### config.mk
export PLATFORM = sky130hd
export DESIGN_NAME = eth_rx_dispatch
export DESIGN_NICKNAME = d
export VERILOG_FILES = /design/src/rtl/eth_rx_dispatch.sv
export SDC_FILE = /design/constraint.sdc
export NUM_CORES = 1
export LEC_CHECK = 0
export BUFFER_PORTS_ARGS = -buffer_cell sky130_fd_sc_hd__buf_4
export CAP_MARGIN = 20
export CORE_MARGIN = 2
export CORE_UTILIZATION = 41
export CTS_CLUSTER_DIAMETER = 150
export CTS_CLUSTER_SIZE = 12
export DETAILED_ROUTE_END_ITERATION = 16
export PLACE_DENSITY = 0.65
export SYNTH_ARGS = -nofsm -noshare
export SYNTH_HDL_FRONTEND = slang
export SYNTH_SLANG_ARGS = --single-unit
### constraint.sdc
create_clock -name clk -period 12.78 [get_ports clk]
set_clock_uncertainty 0.1 [all_clocks]
set_input_delay 1.917 -clock clk [delete_from_list [all_inputs] [get_ports clk]]
set_output_delay 1.917 -clock clk [all_outputs]
set_load 0.01 [all_outputs]
### src/rtl/eth_rx_dispatch.sv
// eth_rx_dispatch
// ---------------------------------------------------------------------------
// Receives the 36-bit GEMAC RX FIFO stream on sys_clk. The first four words
// of each frame (the 14-byte Ethernet header) are buffered. The EtherType is
// then compared with a runtime value, and the frame is replayed unchanged to
// one of two outputs:
//   out0 - CPU / default path
//   out1 - frames whose EtherType matches match_ethertype (when match_en = 1)
// Runt frames (too short to carry a complete EtherType) and words that arrive
// outside a frame (orphans) are dropped.
//
// Word format: [31:0] data (byte0 in [31:24]), [32] sof, [33] eof,
//              [35:34] occ (0 = 4 bytes, 1..3 = byte count, on eof only)
//
// Ports:
//   clk, reset           sys_clk and asynchronous active-high reset
//   clear                synchronous abort, same effect as reset
//   match_en             enable EtherType routing to out1
//   match_ethertype      EtherType that is routed to out1
//   in_data/src/dst_rdy  input stream (in_dst_rdy is driven by this block)
//   out0_* / out1_*      output streams (src_rdy/data driven by this block)
//
// Optional feature, macro ETH_RX_DISPATCH_STATS_EN:
//   Adds the counters stat_out0, stat_out1 and stat_drop (STATS_WIDTH bits,
//   wrapping). When the macro is undefined these ports do not exist.
// ---------------------------------------------------------------------------
module eth_rx_dispatch #(
  parameter int STATS_WIDTH = 16
) (
  input  logic        clk,
  input  logic        reset,
  input  logic        clear,
  input  logic        match_en,
  input  logic [15:0] match_ethertype,
  input  logic [35:0] in_data,
  input  logic        in_src_rdy,
  output logic        in_dst_rdy,
  output logic [35:0] out0_data,
  output logic        out0_src_rdy,
  input  logic        out0_dst_rdy,
  output logic [35:0] out1_data,
  output logic        out1_src_rdy,
  input  logic        out1_dst_rdy
`ifdef ETH_RX_DISPATCH_STATS_EN
  ,
  output logic [STATS_WIDTH-1:0] stat_out0,
  output logic [STATS_WIDTH-1:0] stat_out1,
  output logic [STATS_WIDTH-1:0] stat_drop
`endif
);

  typedef enum logic [1:0] {
    IDLE     = 2'd0,
    HDR      = 2'd1,
    SEND_HDR = 2'd2,
    PASS     = 2'd3
  } state_t;

  state_t      state;
  state_t      state_nxt;

  logic [35:0] hdr [4];
  logic [1:0]  cnt;
  logic [1:0]  idx;
  logic        sel;
  logic        last;

  logic        in_sof;
  logic        in_eof;
  logic [1:0]  in_occ;
  logic        in_fire;
  logic        out_fire;
  logic        out_valid;
  logic [35:0] out_word;
  logic        sel_dst_rdy;
  logic        etype_runt;
  logic        hdr_done;

  assign in_sof      = in_data[32];
  assign in_eof      = in_data[33];
  assign in_occ      = in_data[35:34];
  assign sel_dst_rdy = sel ? out1_dst_rdy : out0_dst_rdy;
  assign in_fire     = in_src_rdy & in_dst_rdy;
  assign out_fire    = out_valid & sel_dst_rdy;

  // An eof on header word 3 carrying only one byte leaves the EtherType
  // incomplete, so such a frame is a runt.
  assign etype_runt  = in_eof & (in_occ == 2'd1);

  // Header word 3 accepted without restarting the frame: routing decision.
  assign hdr_done    = (state == HDR) & in_fire & ~in_sof & (cnt == 2'd3);

  // State register.
  always_ff @(posedge clk or posedge reset) begin
    if (reset) begin
      state <= IDLE;
    end else if (clear) begin
      state <= IDLE;
    end else begin
      state <= state_nxt;
    end
  end

  // Next state and handshake/output selection. All outputs are held at zero
  // while reset or clear is asserted so that no transfer can happen then.
  always_comb begin
    state_nxt  = state;
    in_dst_rdy = 1'b0;
    out_word   = '0;
    out_valid  = 1'b0;
    if (!reset && !clear) begin
      case (state)
        IDLE: begin
          in_dst_rdy = 1'b1;
          if (in_fire && in_sof && !in_eof) begin
            state_nxt = HDR;
          end
        end
        HDR: begin
          in_dst_rdy = 1'b1;
          if (in_fire) begin
            if (in_sof) begin
              if (in_eof) begin
                state_nxt = IDLE;
              end
            end else if (cnt == 2'd3) begin
              state_nxt = etype_runt ? IDLE : SEND_HDR;
            end else if (in_eof) begin
              state_nxt = IDLE;
            end
          end
        end
        SEND_HDR: begin
          out_word  = hdr[idx];
          out_valid = 1'b1;
          if (out_fire && (idx == 2'd3)) begin
            state_nxt = last ? IDLE : PASS;
          end
        end
        PASS: begin
          out_word   = in_data;
          out_valid  = in_src_rdy;
          in_dst_rdy = sel_dst_rdy;
          if (out_fire && in_eof) begin
            state_nxt = IDLE;
          end
        end
        default: begin
          state_nxt = IDLE;
        end
      endcase
    end
  end

  // Only the selected output ever sees data; the other one stays at zero.
  assign out0_data    = sel ? '0 : out_word;
  assign out0_src_rdy = ~sel & out_valid;
  assign out1_data    = sel ? out_word : '0;
  assign out1_src_rdy = sel & out_valid;

  // Header buffer, word counter, replay index and the routing decision.
  // A sof seen while collecting restarts the buffer at hdr[0].
  always_ff @(posedge clk or posedge reset) begin
    if (reset) begin
      for (int i = 0; i < 4; i++) begin
        hdr[i] <= '0;
      end
      cnt  <= 2'd0;
      idx  <= 2'd0;
      sel  <= 1'b0;
      last <= 1'b0;
    end else if (clear) begin
      for (int i = 0; i < 4; i++) begin
        hdr[i] <= '0;
      end
      cnt  <= 2'd0;
      idx  <= 2'd0;
      sel  <= 1'b0;
      last <= 1'b0;
    end else begin
      case (state)
        IDLE: begin
          if (in_fire && in_sof) begin
            hdr[0] <= in_data;
            cnt    <= 2'd1;
          end
        end
        HDR: begin
          if (in_fire) begin
            if (in_sof) begin
              hdr[0] <= in_data;
              cnt    <= 2'd1;
            end else begin
              hdr[cnt] <= in_data;
              cnt      <= cnt + 2'd1;
            end
          end
          // The EtherType is in the word being stored into hdr[3] right now.
          if (hdr_done && !etype_runt) begin
            sel  <= match_en & (in_data[31:16] == match_ethertype);
            last <= in_eof;
            idx  <= 2'd0;
          end
        end
        SEND_HDR: begin
          if (out_fire) begin
            idx <= idx + 2'd1;
          end
        end
        default: begin
        end
      endcase
    end
  end

`ifdef ETH_RX_DISPATCH_STATS_EN
  logic [1:0] drop_inc;
  logic       orphan_run;

  // Drops in one accepted word: a runt (possibly two when a sof+eof word
  // interrupts a partial header) or the first word of an orphan run.
  always_comb begin
    drop_inc = 2'd0;
    if (in_fire) begin
      case (state)
        IDLE: begin
          if (in_sof) begin
            if (in_eof) begin
              drop_inc = 2'd1;
            end
          end else if (!orphan_run) begin
            drop_inc = 2'd1;
          end
        end
        HDR: begin
          if (in_sof) begin
            drop_inc = in_eof ? 2'd2 : 2'd1;
          end else if (in_eof && ((cnt != 2'd3) || (in_occ == 2'd1))) begin
            drop_inc = 2'd1;
          end
        end
        default: begin
        end
      endcase
    end
  end

  // orphan_run remembers that the previous accepted word was an orphan so
  // that a run of consecutive orphans counts as a single drop.
  always_ff @(posedge clk or posedge reset) begin
    if (reset) begin
      stat_out0  <= '0;
      stat_out1  <= '0;
      stat_drop  <= '0;
      orphan_run <= 1'b0;
    end else if (clear) begin
      stat_out0  <= '0;
      stat_out1  <= '0;
      stat_drop  <= '0;
      orphan_run <= 1'b0;
    end else begin
      if (out0_src_rdy && out0_dst_rdy && out0_data[33]) begin
        stat_out0 <= stat_out0 + 1'b1;
      end
      if (out1_src_rdy && out1_dst_rdy && out1_data[33]) begin
        stat_out1 <= stat_out1 + 1'b1;
      end
      stat_drop <= stat_drop + STATS_WIDTH'(drop_inc);
      if (in_fire) begin
        orphan_run <= (state == IDLE) & ~in_sof;
      end
    end
  end
`else
  localparam int unused_stats_width = STATS_WIDTH;
`endif

endmodule
# After elaboration in Yosys (flattened, before gate mapping)
# Index checks and enable logic that the tools add are counted.
dict set report classes {
  addsub 2
  n_bitwise 13
  n_lt_le_gt_ge 3
  n_mux 49
  reduce_logical 24
  eq_ne 15
}
# cell n
set op_table {}
lappend op_table {{$mux W144} 2}
lappend op_table {{$mux W36} 8}
lappend op_table {{$mux W108} 2}
lappend op_table {{$bwmux W144} 1}
lappend op_table {{$pmux W36 S2} 2}
lappend op_table {{$bmux W36 S2} 1}
lappend op_table {{$demux W36 S2} 1}
lappend op_table {{$mux W2} 18}
lappend op_table {{$ne A3 B3 Y1 const B} 6}
lappend op_table {{$eq A16 B16 Y1} 1}
lappend op_table {{$and A1 B1 Y1} 9}
lappend op_table {{$mux W1} 9}
lappend op_table {{$reduce_and A3 Y1} 3}
lappend op_table {{$eq A2 B2 Y1 const B} 4}
lappend op_table {{$pmux W2 S2} 2}
lappend op_table {{$pmux W2 S4} 1}
lappend op_table {{$reduce_bool A2 Y1} 4}
lappend op_table {{$logic_and A1 B1 Y1} 7}
lappend op_table {{$ge A3 B3 Y1 const B} 2}
lappend op_table {{$not A2 Y3} 2}
lappend op_table {{$reduce_bool A3 Y1} 2}
lappend op_table {{$reduce_and A5 Y1} 1}
lappend op_table {{$add A2 B1 Y2 const B} 2}
lappend op_table {{$eq A2 B1 Y1 const B} 2}
lappend op_table {{other kinds (9)} 14}
dict set report word_totals {
  input_bits 59
  register_bits 152
  word_cells 115
  output_inout_bits 75
}

# Longest topological paths before layout
# Gate-level depths: netlist of the first run.
dict set report logic_depth {
  ltp_word 12
  depth_mapped 8
  mapped_depth_nobuf 6
}

# Least setup slack after synthesis of the first run
# No wires, ideal clock.
dict set report synth_path {
  path_kind {input to output}
  from {in clear}
  to {out out1_data[10]}
  path_buffers 2
  setup_slack_ns 7.902
  stages 5
  required_time_ns 10.763
  t_arrival_ns 2.861
  path_cell_list {buf_6 -> nor2_1 -> nand2_1 -> clkbuf_1 -> nor3b_1}
}
dict set report synth_between {
  elab_chain_len 4
}
# item line_no
set synth_rtl {}
lappend synth_rtl {{start: declaration} 32} ;# input logic clear,
lappend synth_rtl {{$logic_not A1 Y1} 111} ;# if (!reset && !clear) begin
lappend synth_rtl {{$logic_and A1 B1 Y1} 111}
lappend synth_rtl {{$mux W36} 111}
lappend synth_rtl {{$mux W36} 158} ;# assign out1_data = sel ? out_word : '0;
lappend synth_rtl {{end: declaration} 41} ;# output logic [35:0] out1_data,
# No other way between the ends.

# Worst setup path in the final report of the first run
dict set report layout_path {
  from {in clear}
  to {out out0_data[6]}
}
dict set report layout_between {
  elab_chain_len 4
}
# item line_no
set layout_rtl {}
lappend layout_rtl {{$logic_not A1 Y1} 111}
lappend layout_rtl {{$logic_and A1 B1 Y1} 111}
lappend layout_rtl {{$mux W36} 111}
lappend layout_rtl {{$mux W36} 156} ;# assign out0_data = sel ? '0 : out_word;
lappend layout_rtl {{end: declaration} 38} ;# output logic [35:0] out0_data,
# No other way between the ends.

==> results of run 1 <==
==> routing by layer <==
| layer | vias to the layer above | track usage |
|---|---|---|
| met5 | - | 0 |
| met4 | 0 | 0.0816 |
| met3 | 36 | 0.0407 |
| met2 | 213 | 0.365 |
| met1 | 3355 | 0.299 |
| li1 | 3243 | - |
==> placed cells by master, fill, tap and decap left out, drive strengths merged, types with 7 or more instances in the layout <==
cell,synthesis,final
a21oi,110,110
buf,33,141
clkbuf,45,18
dfrtp,152,152
inv,5,13
mux2i,37,37
mux4,36,36
nand2,286,286
nand3,7,7
nor3,38,38
nor3b,41,41
o21ai,37,37
xor2,15,15
==> critical path, delay by kind of cell <==
family | cells | cell delay (ns)
simple gates | 3 | 0.65
buf+inv | 3 | 1.22
==> worst min path at each step <==
stage,start,cells past startpoint,slack (ns),to
final,hdr[132],2,0.38,hdr[132]
after global routing,hdr[137],2,0.40,hdr[137]
after CTS,hdr[123],2,0.39,hdr[123]
after detailed placement,hdr[123],2,0.37,hdr[123]
after global placement,hdr[131],2,0.36,hdr[131]
after floorplan,hdr[140],2,0.34,hdr[140]
==> cells by family (layout without fill, tap and decap cells) <==
family	after synthesis	after routing
muxes	76	76
buffers and inverters	83	178
DFF	152	152
and+or+nand+nor	403	403
adders and majority gates	5	5
AOI/OAI and AO/OA	159	159
xor gates and xnor gates	16	16
==> area by class of cell <==
class	count	area [µm²]
Clock buffer	18	429
Clock inverter	14	139
Fill cell	1888	10200
Inverter	5	23.8
Multi-Input combinational cell	659	4110
Sequential cell	152	3810
Tap cell	270	338
Timing Repair Buffer	141	1060
==> report_power, final <==
part / leakage (nW) / internal (mW) / switching [mW] / total (mW)
clock: 0.276 / 0.274 / 0.218 / 0.492
sequential: 2.08 / 0.491 / 0.00580 / 0.497
combinational: 1.90 / 0.0381 / 0.0602 / 0.0983
total: 4.26 / 0.803 / 0.284 / 1.09
==> state kept, by name (all words and copies together), names as in the netlist <==
name   count
state      2
hdr      144
cnt        2
last       1
sel        1
idx        2
==> run_results.csv, run 1 <==
group,metric,value,unit
setup_path,crit_path_start_kind,"input pin",
synth,synth_fa_ha_area_frac,0.00748,
clock_tree,cts_buffers,17,
synth,ys_ff_latch,152,
routing,vias_per_cell,5.44,
routing,top_layer,"met4",
setup_path,crit_type,"in -> out",
synth,avgSynthCellArea,9.35,µm²
setup_path,endpoint_kind,"output pin",
power,peakVddDrop,0.0813,mV
global_routing,grt_max_degree,84,
clock_tree,cts_setup_buffers,0,
routing,drt-total-wl,23100,µm
setup_path,setup.worst_path.start,"clear",
routing,drcViolationCount,0,
routing,detail-route-antenna-nets,0,
synth,synth_edf_count,0,
floorplanning,core,0.0201,mm²
synth,ys_warn_count,0,
floorplanning,ios,134,
synth,yosys.area_share.simple,0.217,
finish,antennaDiodeCount,0,
clock_tree,worst_skew_pair.late_latency,0.43,ns
sta,hold_violations,0,
placement,dp_hpwl,13800,µm
worst_hold_path,hold_class,"reg -> reg",
clock_tree,clockBufferDepth,2,
routing,wl_met1,10300,µm
floorplanning,die-area,0.0216,mm²
placement,dp.cells,1227,
synth,synth_seq_area_share,0.455,
synth,synthTopCellsByArea,"dfrtp_1 (45%), nand2_1 (13%), mux4_2 (9.7%)",
sta,fin_ws,6.93,ns
clock_tree,cts_tree,"built",
floorplanning,initial_core_util,0.416,
global_routing,antenna_found_initial,0,
synth,synth_common_cells,"nand2_1 (286), dfrtp_1 (152), a21oi_1 (110)",
sta,holdWs,0.382,ns
routing,drtIter0Drc,482,
clock_tree,cts_hold_buf,0,
outcome,status,"finished clean",
setup_path,ff2ff_path_depth,4,
global_routing,grt_pass1_vias,6835,
floorplanning,fp.dieW,147,µm
synth,netlist.area_leader.share,0.455,
finish,final_nets,1040,
power,p_leak,4.26,nW
setup_path,path_max_fanout,60,
setup_path,slowest_stage,"buf_4",
synth,synth.most_common_cell,"nand2_1",
routing,dr_wl_met3,1260,µm
setup_path,cp.required,10.76,ns
sta,slew_viol_final,0,
clock_tree,post_cts_resized,0,
sta,max_freq,171,MHz
synth,synth_compound_area_frac,0.101,
routing,wl_per_cell,18.4,µm
synth,synth_nets,958,
global_routing,track_usage,0.223,
setup_path,path_common_cell,"buf_4",
synth,synth.cell_area,0.00836,mm²
routing,dr_total_vias,6847,
floorplanning,rows,52,
sta,period_share,0.457,
setup_path,cp_cell_sequence,"buf_4, nor2_1, nand2_2, buf_4, nor3_1, buf_4",
sta,rsz0062_at_grt,"no",
flow_run,max-cap-violations,0,
setup_path,crit_path_max_incr_delay,0.53,ns
placement,pre_cts_slack,6.92,ns
synth,synthMuxAreaShare,0.145,
placement,gp_congestion,0.760,
synth,synth_top_family_by_area,"simple AND/OR/NAND/NOR gates",
setup_path,worstReg2RegEnd,"hdr[131]",
synth,yosys.area.top_type,"dfrtp_1",
placement,placed_cell_area,0.00933,mm²
clock_tree,clock_sinks,152,
sta,fin_setup_tns,0,ns
power,power,1.09,mW
floorplanning,die_h,147,µm
synth,synthXorXnorAreaFrac,0.0168,
setup_path,arrival,3.83,ns
clock_tree,root_buffer,"clkbuf_16",
setup_path,rr_startpoint,"state[1]",
global_routing,grt_pass1_wl,37600,µm
finish,layout.cells.non_filler,1259,
clock_tree,cts.clk_slew.worst_paths,0.07,ns
clock_tree,htree_num_levels,4,
routing,drt_first_pass_iters,5,
synth,synth_flop_cell,"dfrtp_1",
global_routing,overflow,0,
finish,drive_above_1_share,0.232,
finish,area_delta_synth_final,18.4,%
setup_path,setup.worst_path.end,"out0_data[6]",
finish,final_util,0.493,
synth,async_flop_share,1.00,
finish,fin_area,0.00990,mm²
sta,worst_pin_slew,1.13,ns
sta,setup_viol,0,
synth,yosysUniqueCellTypes,41,
placement,numPortBuffers,133,
routing,met2WireLength,11200,µm
setup_path,r2r_slack,9.83,ns
sta,relSlewSlack,0.248,
sta,fin_crit,5.85,ns
synth,synth_cells,894,
power,p_per_area,110,mW/mm²
(Power assumes the default switching activity.)
==> run 2, diff against run 1 <==
Clock period 12.78 ns to 5.58 ns, I/O delays scaled along.
==> run 2 against run 1 <==
Effect of this change: routed wire length down 1.1%; non-clock buffer count up 1; sequential share of layout area down 0.55 points; largest cell class unchanged; register-to-register slack worse by 7.2 ns; critical endpoint is now out1_data[1]; critical path depth down 1; critical path type is now reg -> out; design area up 1.5%; worst setup slack worse by 5.1 ns; die area unchanged.
==> run_results.csv, run 2 (synthesized netlist as in run 1, its figures left out) <==
group,metric,value,unit
global_routing,grt_pass1_vias,6637,
global_routing,grt_pass1_wl,36700,µm
placement,gp_congestion,0.738,
routing,vias_per_cell,5.36,
global_routing,use_met2,0.351,
global_routing,use_met1,0.301,
global_routing,track_usage,0.216,
sta,slew_viol_final,0,
clock_tree,root_buffer,"clkbuf_16",
sta,setup_viol,0,
setup_path,cp.required,4.64,ns
setup_path,arrival,2.83,ns
sta,rsz0062_at_grt,"no",
floorplanning,initial_core_util,0.416,
sta,fin_setup_tns,0,ns
power,p_per_area,267,mW/mm²
floorplanning,fp.dieW,147,µm
routing,drtIter0Drc,542,
routing,wl_per_cell,18.2,µm
placement,placed_cell_area,0.00933,mm²
setup_path,crit_type,"reg -> out",
clock_tree,cts_hold_buf,0,
outcome,status,"finished clean",
power,peakVddDrop,0.179,mV
sta,max_freq,265,MHz
finish,regMostFlops,"hdr",
routing,detail-route-antenna-nets,0,
floorplanning,ios,134,
worst_hold_path,hold_class,"in -> async",
finish,fill_cells,1844,
global_routing,grt_max_degree,109,
finish,largest_reg_flops,144,
setup_path,cp_cell_sequence,"buf_4, mux4_2, mux2i_1, nor3b_1, buf_4",
finish,antennaDiodeCount,0,
placement,numPortBuffers,133,
routing,drcViolationCount,0,
floorplanning,core,0.0201,mm²
finish,mostFrequentLayoutCell,"nand2_1",
sta,relSlewSlack,0.256,
power,p_leak,4.33,nW
floorplanning,die-area,0.0216,mm²
setup_path,slowest_stage,"dfrtp_2",
global_routing,grt_busiest_layer,"met2",
clock_tree,cts_buffers,17,
setup_path,worstReg2RegEnd,"hdr[62]",
floorplanning,rows,52,
setup_path,worst-path-buf-inv,2,
setup_path,endpoint_kind,"output pin",
flow_run,max-cap-violations,0,
finish,drive_above_1_share,0.231,
clock_tree,worst_skew_pair.late_latency,0.42,ns
clock_tree,clockBufferDepth,2,
clock_tree,clock_sinks,152,
setup_path,rr_startpoint,"state[1]",
routing,dr_total_vias,6753,
global_routing,antenna_found_initial,0,
sta,hold_violations,0,
setup_path,crit_family,"flip-flops",
clock_tree,cts_tree,"built",
finish,fin_area,0.0100,mm²
finish,final_nets,1041,
clock_tree,htree_num_levels,4,
clock_tree,cts.clk_slew.worst_paths,0.06,ns
setup_path,path_max_fanout,33,
sta,worst_pin_slew,1.11,ns
finish,most-common-layout-cells,"nand2_1 (285), dfrtp_1 (149), buf_4 (140)",
sta,fin_crit,3.77,ns
setup_path,r2r_slack,2.66,ns
setup_path,crit_path_start_kind,"flop",
sta,period_share,0.676,
global_routing,overflow,0,
finish,area_delta_synth_final,20.2,%
setup_path,ff2ff_path_depth,4,
global_routing,use_met3,0.0394,
clock_tree,post_cts_resized,0,
routing,drt-total-wl,22900,µm
clock_tree,cts_setup_buffers,0,
routing,drt_first_pass_iters,4,
floorplanning,die_h,147,µm
placement,dp_hpwl,13300,µm
setup_path,path_common_cell,"buf_4",
setup_path,crit_path_max_incr_delay,1.05,ns
## run 2: changes by cell type in the layout (fill, tap and decap cells not counted)
cell / before / now
buf_4: 141 / 140
clkinv_2: 2 / 0
buf_16: 0 / 1
buf_12: 0 / 1
inv_8: 2 / 0
inv_6: 7 / 3
clkinvlp_4: 2 / 1
clkbuf_8: 0 / 4
bufinv_16: 1 / 5
clkbuf_1: 1 / 2
## run 2: worst max path at each step
stage / start / end / cells after the start
CTS: idx[0] / out1_data[1] / 5
detailed placement: clear / out0_data[34] / 6
global route: idx[0] / out1_data[1] / 5
floorplan: reset / cnt[0] / 1
finish: idx[0] / out1_data[1] / 5
global placement: clear / out0_data[34] / 6
## run 2: per-layer routing
metal,share of wire,up-vias
li1,-,3243
met1,0.45,3293
met2,0.48,196
met3,0.054,21
met4,0.014,0
met5,0,-
## run 2: final cells by class
type	count	area [µm²]	area share
repair buffers	142	1100	0.109
clock inverters	9	184	0.0183
inverters	5	23.8	0.00237
well taps	270	338	0.0336
clock buffers	23	488	0.0486
flip-flops and latches	152	3810	0.379
multi-input cells	659	4110	0.409
## run 2: worst reg2reg max path, delay by kind of cell, from the launching register on
kind               cells  cell delay, ns
and+or+nand+nor        3            2.01
DFF                    1            0.57
AOI/OAI and AO/OA      1            0.11
## run 2: power by group
part / total, mW / internal (mW) / switching (mW)
Sequential: 1.14 / 1.12 / 0.0129
Combinational: 0.226 / 0.0893 / 0.137
Clock: 1.32 / 0.846 / 0.469
Total: 2.68 / 2.06 / 0.619
## run 2: through the flow
step / worst slack, ns / cells / total power, mW / hold WS, ns / util
2_1_floorplan: 0.550 / 894 / 1.29 / 0.343 / -
3_3_place_gp: 1.88 / 1226 / 1.38 / 0.359 / 0.464
3_5_place_dp: 1.84 / 1226 / 1.38 / 0.370 / 0.464
4_1_cts: 1.75 / 1258 / 2.69 / 0.384 / 0.497
5_1_grt: 1.62 / 1260 / 2.77 / 0.245 / 0.500
6_report: 1.81 / 1260 / 2.68 / 0.246 / 0.500
==> run 3, diff against run 2 <==
Settings changed: PLACE_DENSITY 0.65 to 0.67.
Clock period 5.58 ns to 3.1 ns, I/O delays scaled along.
==> run 3 against run 2 <==
Effect of this change: count of clock-buffer cells in the layout down 5; cell count up 1.8%; register-to-register slack worse by 1.9 ns; sequential share of layout area down 0.45 points; via count up 2.7%; clock power up 55%; sequential power up 80%; global-route usage up 0.92 points; first-iteration DRC count down 11%; hold slack worse by 0.16 ns; highest routed layer unchanged.
==> run_results.csv, run 3 (synthesized netlist as in run 1, its figures left out) <==
group,metric,value,unit
clock_tree,clockBufferDepth,2,
global_routing,track_usage,0.225,
power,switching_share,0.260,
sta,setup_viol,0,
setup_path,path_max_fanout,12,
finish,fill_cells,1860,
flow_run,max-cap-violations,0,
finish,largest_reg_flops,144,
clock_tree,cts_hold_buf,0,
sta,max_freq,345,MHz
clock_tree,clock_sinks,152,
floorplanning,initial_core_util,0.416,
placement,pre_cts_slack,0.654,ns
setup_path,crit_path_start_kind,"flop",
setup_path,cp_cell_sequence,"buf_4, mux4_2, mux2i_1, nor3_1, buf_4",
clock_tree,cts_setup_buffers,0,
routing,drtIter0Drc,480,
sta,slew_viol_final,0,
clock_tree,post_cts_resized,0,
setup_path,ff2ff_path_depth,6,
setup_path,r2r_slack,0.73,ns
placement,dp_hpwl,15200,µm
floorplanning,die_h,147,µm
sta,period_share,0.935,
sta,worst_pin_slew,1.01,ns
clock_tree,cts_tree,"built",
outcome,status,"finished clean",
floorplanning,rows,52,
finish,regMostFlops,"hdr",
global_routing,grt_pass1_wl,38000,µm
placement,gp_congestion,0.820,
floorplanning,die-area,0.0216,mm²
finish,drive_above_1_share,0.251,
floorplanning,core,0.0201,mm²
clock_tree,worst_skew_pair.late_latency,0.43,ns
setup_path,worstReg2RegEnd,"hdr[122]",
setup_path,crit_path_max_incr_delay,0.61,ns
setup_path,worst-path-buf-inv,2,
clock_tree,htree_num_levels,4,
routing,drcViolationCount,0,
routing,drt_first_pass_iters,5,
power,peakVddDrop,0.338,mV
sta,relSlewSlack,0.328,
setup_path,cp.required,2.53,ns
finish,mostFrequentLayoutCell,"nand2_1",
setup_path,arrival,2.33,ns
routing,vias_per_cell,5.41,
power,pwr-share-seq,0.453,
power,p_per_area,444,mW/mm²
sta,fin_ws,0.201,ns
placement,numPortBuffers,133,
routing,wl_per_cell,18.2,µm
floorplanning,fp.dieW,147,µm
sta,rsz0062_at_grt,"no",
global_routing,overflow,0,
power,switching_power,1.18,mW
power,p_leak,4.41,nW
setup_path,crit_family,"multiplexers",
setup_path,endpoint_kind,"output pin",
setup_path,slowest_stage,"dfrtp_2",
routing,drt-total-wl,23300,µm
routing,detail-route-antenna-nets,0,
power,intPower,3.34,mW
power,combPwrFrac,0.093,
sta,hold_violations,0,
setup_path,crit_type,"reg -> out",
global_routing,grt_max_degree,92,
floorplanning,ios,134,
finish,final_nets,1064,
clock_tree,cts.clk_slew.worst_paths,0.07,ns
clock_tree,cts_buffers,17,
worst_hold_path,hold_class,"in -> async",
sta,fin_crit,2.90,ns
global_routing,grt_pass1_vias,6889,
setup_path,rr_startpoint,"cnt[0]",
clock_tree,root_buffer,"clkbuf_16",
routing,dr_total_vias,6935,
setup_path,path_common_cell,"buf_4",
sta,fin_setup_tns,0,ns
finish,area_delta_synth_final,21.6,%
power,pwr-share-clk,0.454,
finish,antennaDiodeCount,0,
global_routing,antenna_found_initial,0,
finish,most-common-layout-cells,"nand2_1 (285), buf_4 (159), dfrtp_1 (149)",
-- run 3: area by class of cell --
| type | instances | area, µm² | area share |
|---|---|---|---|
| clock buffers | 18 | 439 | 0.0432 |
| clock inverters | 14 | 139 | 0.0137 |
| inverters | 5 | 22.5 | 0.00222 |
| multi-input cells | 659 | 4110 | 0.404 |
| flip-flops and latches | 152 | 3810 | 0.375 |
| well taps | 270 | 338 | 0.0332 |
| repair buffers | 165 | 1310 | 0.129 |
-- run 3: power groups by stage --
stage	Clock [mW]	Combinational, mW	Sequential [mW]
4_1_cts	2.07	0.424	2.05
5_1_grt	2.16	0.464	2.05
3_3_place_gp	0	0.417	2.08
2_1_floorplan	0	0.250	2.08
3_5_place_dp	0	0.423	2.08
6_report	2.05	0.420	2.05
-- run 3: worst register-to-register path: stages, from the launching register on --
cell and delay (ns):
dfrtp_1 0.42, inv_1 0.09, ha_1 0.20, or4b_4 0.50
a31oi_4 0.33, buf_4 0.42, o21ai_0 0.18
-- run 3: worst max-delay path by stage --
stage / start / endpoint / slack [ns] / depth (start not counted)
3_3_place_gp: idx[0] / out0_data[35] / 0.68 / 5
6_report: idx[1] / out0_data[21] / 0.20 / 5
5_1_grt: idx[1] / out0_data[23] / 0.07 / 5
3_5_place_dp: idx[1] / out0_data[23] / 0.65 / 5
4_1_cts: idx[1] / out0_data[23] / 0.19 / 5
2_1_floorplan: reset / cnt[0] / 0.62 / 1
-- run 3: through the flow --
stage / area [µm²] / util / power, mW / instances / hold slack (ns)
after floorplan: 8360 / - / 2.33 / 894 / 0.343
final: 10200 / 0.506 / 4.52 / 1283 / 0.0846
after CTS: 10200 / 0.506 / 4.54 / 1283 / 0.0947
after global placement: 9590 / 0.477 / 2.50 / 1251 / 0.357
after detailed placement: 9590 / 0.477 / 2.51 / 1251 / 0.371
after global routing: 10200 / 0.506 / 4.68 / 1283 / 0.128
-- run 3: per-layer routing --
layer	global-route usage	routed length [µm]	share of wire	vias to the layer above
met5	0	0	0	-
met4	0.0811	514	0.022	0
met3	0.0447	1430	0.061	37
met2	0.360	11100	0.48	232
met1	0.307	10300	0.44	3380
li1	-	-	-	3286
